File: config.mk
export PLATFORM = sky130hd
export DESIGN_NAME = simd_decoder
export DESIGN_NICKNAME = d
export VERILOG_FILES = /design/src/rtl/simd_decoder.sv
export SDC_FILE = /design/constraint.sdc
export NUM_CORES = 1
export LEC_CHECK = 0
export ABC_AREA = 1
export CORE_ASPECT_RATIO = 1.1
export CORE_MARGIN = 2
export CORE_UTILIZATION = 35
export DETAILED_ROUTE_END_ITERATION = 7
export PLACE_DENSITY = 0.76
export SKIP_CTS_REPAIR_TIMING = 1
export SLEW_MARGIN = 20
export SYNTH_ARGS = -nofsm -noshare
export SYNTH_HDL_FRONTEND = slang
export SYNTH_SLANG_ARGS = --single-unit
export TNS_END_PERCENT = 30
File: constraint.sdc
create_clock -name clk -period 1 [get_ports clk]
set_clock_uncertainty 0.05 [all_clocks]
set_input_delay 0.25 -clock clk [delete_from_list [all_inputs] [get_ports clk]]
set_output_delay 0.25 -clock clk [all_outputs]
set_load 0.01 [all_outputs]
File: src/rtl/simd_decoder.sv
// Instruction decoder and program counter for the SIMD processor.
// Splits each instruction word {opcode, a, b, r} into register addresses and
// control strobes, and advances pc once per two-clk slot. Every output is
// registered.
// Ports:
//   clk          system clock, rising edge
//   rstn         synchronous reset, active-high (1 = reset)
//   half_clk     slot phase level: 0 = read phase, 1 = write phase
//   instruction  {opcode, a, b, r}, MSB first
//   pc           instruction fetch address
//   a_addr       operand A register address
//   b_addr       operand B register address
//   pe_op        PE op: 00 add, 01 sub, 10 mul, 11 pass-A
//   dot_prod_en  dot-product reduction enable
//   shift        vector shift enable for operand A
//   r_addr       result register address
//   write_en     register-file write strobe, one clk per writing slot
//   r_select     write-back source: 0 = PE vector, 1 = reducer scalar
module simd_decoder #(
   parameter int unsigned INS_ADDR_WIDTH = 10,
   parameter int unsigned ADDR_WIDTH     = 10,
   parameter int unsigned DATA_WIDTH     = 32,
   parameter int unsigned OPCODE_WIDTH   = 3,
   parameter int unsigned OP_SEL_WIDTH   = 2
) (
   input  logic                                 clk,
   input  logic                                 rstn,
   input  logic                                 half_clk,
   input  logic [OPCODE_WIDTH+3*ADDR_WIDTH-1:0] instruction,
   output logic [INS_ADDR_WIDTH-1:0]            pc,
   output logic [ADDR_WIDTH-1:0]                a_addr,
   output logic [ADDR_WIDTH-1:0]                b_addr,
   output logic [OP_SEL_WIDTH-1:0]              pe_op,
   output logic                                 dot_prod_en,
   output logic                                 shift,
   output logic [ADDR_WIDTH-1:0]                r_addr,
   output logic                                 write_en,
   output logic                                 r_select
);

   localparam int unsigned InsWidth = OPCODE_WIDTH + 3 * ADDR_WIDTH;

   localparam logic [OPCODE_WIDTH-1:0] OpAdd   = OPCODE_WIDTH'(3'b001);
   localparam logic [OPCODE_WIDTH-1:0] OpSub   = OPCODE_WIDTH'(3'b010);
   localparam logic [OPCODE_WIDTH-1:0] OpMul   = OPCODE_WIDTH'(3'b011);
   localparam logic [OPCODE_WIDTH-1:0] OpDot   = OPCODE_WIDTH'(3'b100);
   localparam logic [OPCODE_WIDTH-1:0] OpShift = OPCODE_WIDTH'(3'b101);
   localparam logic [OPCODE_WIDTH-1:0] OpHalt  = OPCODE_WIDTH'(3'b111);

   // The opcode table needs 3 opcode bits and 2 op-select bits; the datapath
   // width is carried for interface compatibility only.
   if (OPCODE_WIDTH < 3) begin : g_bad_opcode_width
      $error("simd_decoder: OPCODE_WIDTH must be at least 3");
   end
   if (OP_SEL_WIDTH < 2) begin : g_bad_op_sel_width
      $error("simd_decoder: OP_SEL_WIDTH must be at least 2");
   end
   if (DATA_WIDTH == 0) begin : g_bad_data_width
      $error("simd_decoder: DATA_WIDTH must be non-zero");
   end

   logic [OPCODE_WIDTH-1:0]   opcode_c;
   logic [ADDR_WIDTH-1:0]     a_field_c;
   logic [ADDR_WIDTH-1:0]     b_field_c;
   logic [ADDR_WIDTH-1:0]     r_field_c;

   logic [INS_ADDR_WIDTH-1:0] pc_q,    pc_d;
   logic [ADDR_WIDTH-1:0]     a_q,     a_d;
   logic [ADDR_WIDTH-1:0]     b_q,     b_d;
   logic [ADDR_WIDTH-1:0]     r_q,     r_d;
   logic [OP_SEL_WIDTH-1:0]   pe_op_q, pe_op_d;
   logic                      dot_q,   dot_d;
   logic                      shift_q, shift_d;
   logic                      rsel_q,  rsel_d;
   logic                      wen_q,   wen_d;
   logic                      halted_q, halted_d;
   logic                      writes_c;

   // Field split of the instruction word.
   assign opcode_c  = instruction[InsWidth-1 -: OPCODE_WIDTH];
   assign a_field_c = instruction[3*ADDR_WIDTH-1 -: ADDR_WIDTH];
   assign b_field_c = instruction[2*ADDR_WIDTH-1 -: ADDR_WIDTH];
   assign r_field_c = instruction[ADDR_WIDTH-1:0];

   // Decode, write strobe, pc advance and halt tracking for the next edge.
   always_comb begin
      a_d      = a_field_c;
      b_d      = b_field_c;
      r_d      = r_field_c;
      pe_op_d  = '0;
      dot_d    = 1'b0;
      shift_d  = 1'b0;
      rsel_d   = 1'b0;
      writes_c = 1'b0;
      pc_d     = pc_q;
      halted_d = halted_q;

      unique case (opcode_c)
         OpAdd:   writes_c = 1'b1;
         OpSub:   begin pe_op_d = OP_SEL_WIDTH'(2'b01); writes_c = 1'b1; end
         OpMul:   begin pe_op_d = OP_SEL_WIDTH'(2'b10); writes_c = 1'b1; end
         OpDot:   begin
            pe_op_d  = OP_SEL_WIDTH'(2'b10);
            dot_d    = 1'b1;
            rsel_d   = 1'b1;
            writes_c = 1'b1;
         end
         OpShift: begin
            pe_op_d  = OP_SEL_WIDTH'(2'b11);
            shift_d  = 1'b1;
            writes_c = 1'b1;
         end
         default: ;  // NOP, reserved and HALT decode as no-ops
      endcase

      // Halted state is the value before this edge: the HALT slot itself still
      // advances pc once, then everything freezes.
      wen_d = half_clk && writes_c && !halted_q;
      if (half_clk && !halted_q) begin
         pc_d = pc_q + INS_ADDR_WIDTH'(1);
      end
      if (half_clk && (opcode_c == OpHalt)) begin
         halted_d = 1'b1;
      end
   end

   always_ff @(posedge clk) begin
      if (rstn) begin
         pc_q     <= '0;
         a_q      <= '0;
         b_q      <= '0;
         r_q      <= '0;
         pe_op_q  <= '0;
         dot_q    <= 1'b0;
         shift_q  <= 1'b0;
         rsel_q   <= 1'b0;
         wen_q    <= 1'b0;
         halted_q <= 1'b0;
      end else begin
         pc_q     <= pc_d;
         a_q      <= a_d;
         b_q      <= b_d;
         r_q      <= r_d;
         pe_op_q  <= pe_op_d;
         dot_q    <= dot_d;
         shift_q  <= shift_d;
         rsel_q   <= rsel_d;
         wen_q    <= wen_d;
         halted_q <= halted_d;
      end
   end

   assign pc          = pc_q;
   assign a_addr      = a_q;
   assign b_addr      = b_q;
   assign r_addr      = r_q;
   assign pe_op       = pe_op_q;
   assign dot_prod_en = dot_q;
   assign shift       = shift_q;
   assign r_select    = rsel_q;
   assign write_en    = wen_q;

endmodule

[Yosys cells after proc, flatten, opt, wreduce, memory -nomap -nowiden]
Index checks and enable logic that the tools add are counted.
Storage, ports and cells
  flip-flop bits (word level): 46
  logic and storage cells: 27
  input bits: 36
Operators by class
  reductions and logical operators: 7
  equal/unequal tests: 6
  multiplexer cells: 4
  $add $sub $neg: 1
Operator list (count)
  10-bit by 1-bit adder with 10-bit output, second input constant: 1
  3-bit == test, second input constant: 3
  3-bit by 2-bit == test with 1-bit output, second input constant: 2
  2-bit case mux with 3 select lines: 1
  5-bit OR reduction: 1
  1-bit logical AND: 4
  3-bit by 1-bit == test with 1-bit output, second input constant: 1
  1-bit 2-to-1 mux: 3
  2-bit OR reduction: 1
  1-bit logical NOT: 1

[Longest topological paths before layout]
  depth in word-level cells: 5
  gate-level depth with buffers: 7
  gate-level depth less buffers: 7

[Worst setup path after synthesis]
OpenSTA, ideal clock, no wires.
  path type: register to register
  from: register pc_q[0], in the netlist pc[0]
  to: register pc_q[8], in the netlist pc[8]
  data arrival time: 1.060 ns
  stages on the path, launching flop included: 8
  setup time: 0.064 ns
  setup slack: -0.174 ns
  data required time: 0.886 ns
  clock period less this slack: 1.174 ns
  path buffers: 0
  cells stage by stage: dfxtp_1 -> ha_1 -> nand3_2 -> nor2_4 -> nand3_1 -> nand2_1 -> inv_1 -> nor2_1
On the way
  cells in the longest elaborated chain, start to end: 1
RTL lines
  from (decl): line 67  | logic [INS_ADDR_WIDTH-1:0] pc_q, pc_d;
  from (signal assigned): line 140  | pc_q <= pc_d;
  10-bit by 1-bit adder with 10-bit output: line 120  | pc_d = pc_q + INS_ADDR_WIDTH'(1);
Every way passes these cells.
A chain may end at the register's enable or synchronous reset.

[Worst setup path after layout]
  from: register pc_q[1], in the netlist pc[1]
  to: register pc_q[8], in the netlist pc[8]
Same word-level chain as after synthesis.

==> summary.txt <==
STA
  • Max-slew violation count: 0
  • Fin crit period: around 1.2 ns
  • RSZ-0062 raised after global routing: yes
  • Worst Tran Pin Value: ~0.29 ns
  • Min Hold Slack: 0.2644 ns
  • Max Freq: between 0.8 and 0.9 GHz
  • Final setup margin: -0.1927 ns
  • Aggregate negative setup slack: -2.371 ns
  • Ratio of final minimum period to clock period: 119.3%
  • Worst slew margin: approximately four fifths
  • Final hold vios: 0
  • Final setup viols: between 50 and 60

Clock network
  • Num CTS Buffers: 5
  • Clk sink count: 46
  • Clock root buffer: clkbuf_8
  • CTS tree: done
  • Clk_lat worst skew: between 0.2 and 0.3 ns
  • CTS H-tree depth: 2
  • Buffer depth of the longest clock path: 2
  • CTS clk-pin slew, worst paths: ~0.08 ns

Die
  • I/O pins: between 80 and 90
  • Die area: 0.004978 mm²
  • Horiz. Die Dim: a little under 70 µm
  • Initial Utilization: between 30% and 40%
  • Die H: approximately 74 µm
  • FP Rows: 25
  • Area of the core: approximately 0.0043 mm²

Placement
  • Placed cell areas: around 0.0026 mm²
  • Final GP Congestion: between 0.7 and 0.8
  • DP Cell Count: 336
  • Number of port buffers: between 80 and 90
  • Hpwl dp: 2720 µm

Routing
  • Vias: 1,461
  • Drt total wl: 3633 µm
  • DRT antenna net count: 0
  • Vias per inst: 4.223
  • Post-route DRC: 0
  • Iter 0 DRT Violations: 68
  • Drt pass-1 iters: 4
  • Routed len/inst: between 10 and 15 µm

Run
  • Max Cap Viol: 0

Critical path
  • CP Capture Type: register
  • WP buf/inv: 2
  • Max stage delay on crit path: 0.37 ns
  • Flop-to-flop setup slack: -0.19 ns
  • CP arrival: 1.38 ns
  • CP required: about 1.2 ns
  • Critical Path Start Type: register
  • CP cell instances: buf_6 -> ha_4 -> nand3_4 -> nor2_4 -> nand3_2 -> nand2_1 -> inv_1 -> nor2_1
  • Kind of cell adding the most delay to the critical path: simple AND/OR/NAND/NOR gates
  • Crit Path Category: reg2reg
  • CP max-delay cell: dfxtp_4
  • Crit Path Max Fanout: 6

Logic synthesis
  • Cell Area, Synth: around 0.0016 mm²
  • Cell count after synthesis: about 190
  • Mean area per synthesized cell: roughly 8 µm²
  • Yosys Warn Count: 0
  • Syn_nets: between 200 and 250
  • Sequential cell area fraction in the yosys report: roughly three fifths
  • Flops & latches, synth: 46
  • Synth unique cells: 17

GRT
  • Largest net degree at the start of global routing: 27
  • Vias in the first global route: about 1,400
  • GRT overflow: 0
  • Initial antenna violation count: 0
  • Total GRT Usage: approximately 15%
  • First-pass GRT wire length: 5547 µm

Pwr
  • Leakage Power: 1.354 nW
  • Peak supply drop: roughly 0.76 mV
  • PwrDens: between 1000 and 1500 mW/mm²

Cells and area
  • Final Cell Area: ~0.0026 mm²
  • Number of diodes: 0
  • Final nets: between 300 and 400
  • Layout cells sized above 1: 33.22%
  • Fill count: 394
  • Finished Layout Cells: between 300 and 400
  • Area grow syn2layout: 67.39%

Hold path
  • Worst min-delay path class: in2reg

Status
  • Outcome: complete, but fails checks
  • Failing checks: setup timing
-- layout make-up --
class / instances / area (µm²) / area share, %
Clock buffer: 7 / 86.33 / 3.327
Timing Repair Buffer: 100 / 853.3 / 32.88
Multi-Input combinational cell: 92 / 462.9 / 17.84
Inverter: 46 / 172.7 / 6.654
Sequential cell: 46 / 947.2 / 36.50
Tap cell: 54 / 67.56 / 2.604
Clock inverter: 1 / 5.005 / 0.1929
-- worst register-to-register path, cell delays in order (launching register included) --
cell and delay [ns]:
dfxtp_4 0.37, buf_6 0.10, ha_4 0.14, nand3_4 0.08
nor2_4 0.15, nand3_2 0.08, nand2_1 0.06, inv_1 0.03
nor2_1 0.08
-- synth_stat cells (all sizes together) --
master  count  share of area, %
o21a        3               1.5
a21oi       7               2.3
ha          1              0.81
xor2        1              0.57
nand2      18               4.4
nand4       4               1.6
buf         4               1.5
nand3       9               3.6
inv        46                11
nor2       45                12
o21ai       1              0.32
nor3        3              0.97
clkbuf      1              0.24
dfxtp      46                59
-- placed cells by master, fill, tap and decap left out, types with 7 or more instances in the layout --
| cell type | netlist | layout |
|---|---|---|
| inv_1 | 46 | 45 |
| nor2_1 | 43 | 42 |
| clkdlybuf4s50_1 | 0 | 33 |
| dfxtp_1 | 46 | 29 |
| buf_2 | 3 | 27 |
| buf_6 | 0 | 20 |
| nand2_1 | 18 | 18 |
| buf_4 | 1 | 16 |
| dfxtp_2 | 0 | 15 |
| a21oi_1 | 7 | 7 |
-- per-layer routing --
| layer | part of all wire (%) | vias to the layer above | track usage, % |
|---|---|---|---|
| met4 | 0.83 | 0 | 6.122 |
| met3 | 7.9 | 4 | 6.585 |
| met2 | 54 | 52 | 26.95 |
| met5 | 0 | - | 0 |
| li1 | - | 755 | - |
| met1 | 37 | 650 | 14.87 |
-- report_power, final --
group / leakage [nW] / internal, W / switching (W)
registers: 0.387 / 0.00192 / 0.0000294
logic: 0.918 / 0.000289 / 0.000206
clock network: 0.0482 / 0.000558 / 0.000571
total: 1.35 / 0.00276 / 0.000806
-- through the flow --
stage	util (%)	setup slack, ns	total power, W
CTS	61.81	-0.5315	0.003648
detailed placement	59.68	-0.5571	0.002515
global route	60.55	-0.2995	0.003740
global placement	59.68	-0.4923	0.002502
finish	60.55	-0.1927	0.003569
floorplan	-	-0.08054	0.002153
-- worst paths after layout --
kind | from | to | depth (start not counted)
max | pc[1]$_SDFFE_PP0P_ | pc[8]$_SDFFE_PP0P_ | 8
min | instruction[31] | halted_q$_SDFFE_PP0P_ | 3
max reg2reg | pc[1]$_SDFFE_PP0P_ | pc[8]$_SDFFE_PP0P_ | 8
min reg2reg | pc[1]$_SDFFE_PP0P_ | pc[1]$_SDFFE_PP0P_ | 2
-- state kept, by name (all words and copies together), names as in the netlist --
register and flops:
a_addr 10, b_addr 10, halted_q 1, pc 10, pe_op 2, r_addr 10
r_select 1, shift 1, write_en 1
-- logic make-up (layout without fill, tap and decap cells) --
group | Yosys count | after routing | synth area share [%]
simple gates | 79 | 79 | 22.36
compound gates | 11 | 11 | 4.035
flops | 46 | 46 | 59.40
fa+ha+maj | 1 | 1 | 0.8070
xor+xnor | 1 | 1 | 0.5651
buf+inv | 51 | 154 | 12.83
No activity file was read; power rests on OpenSTA's default activity.
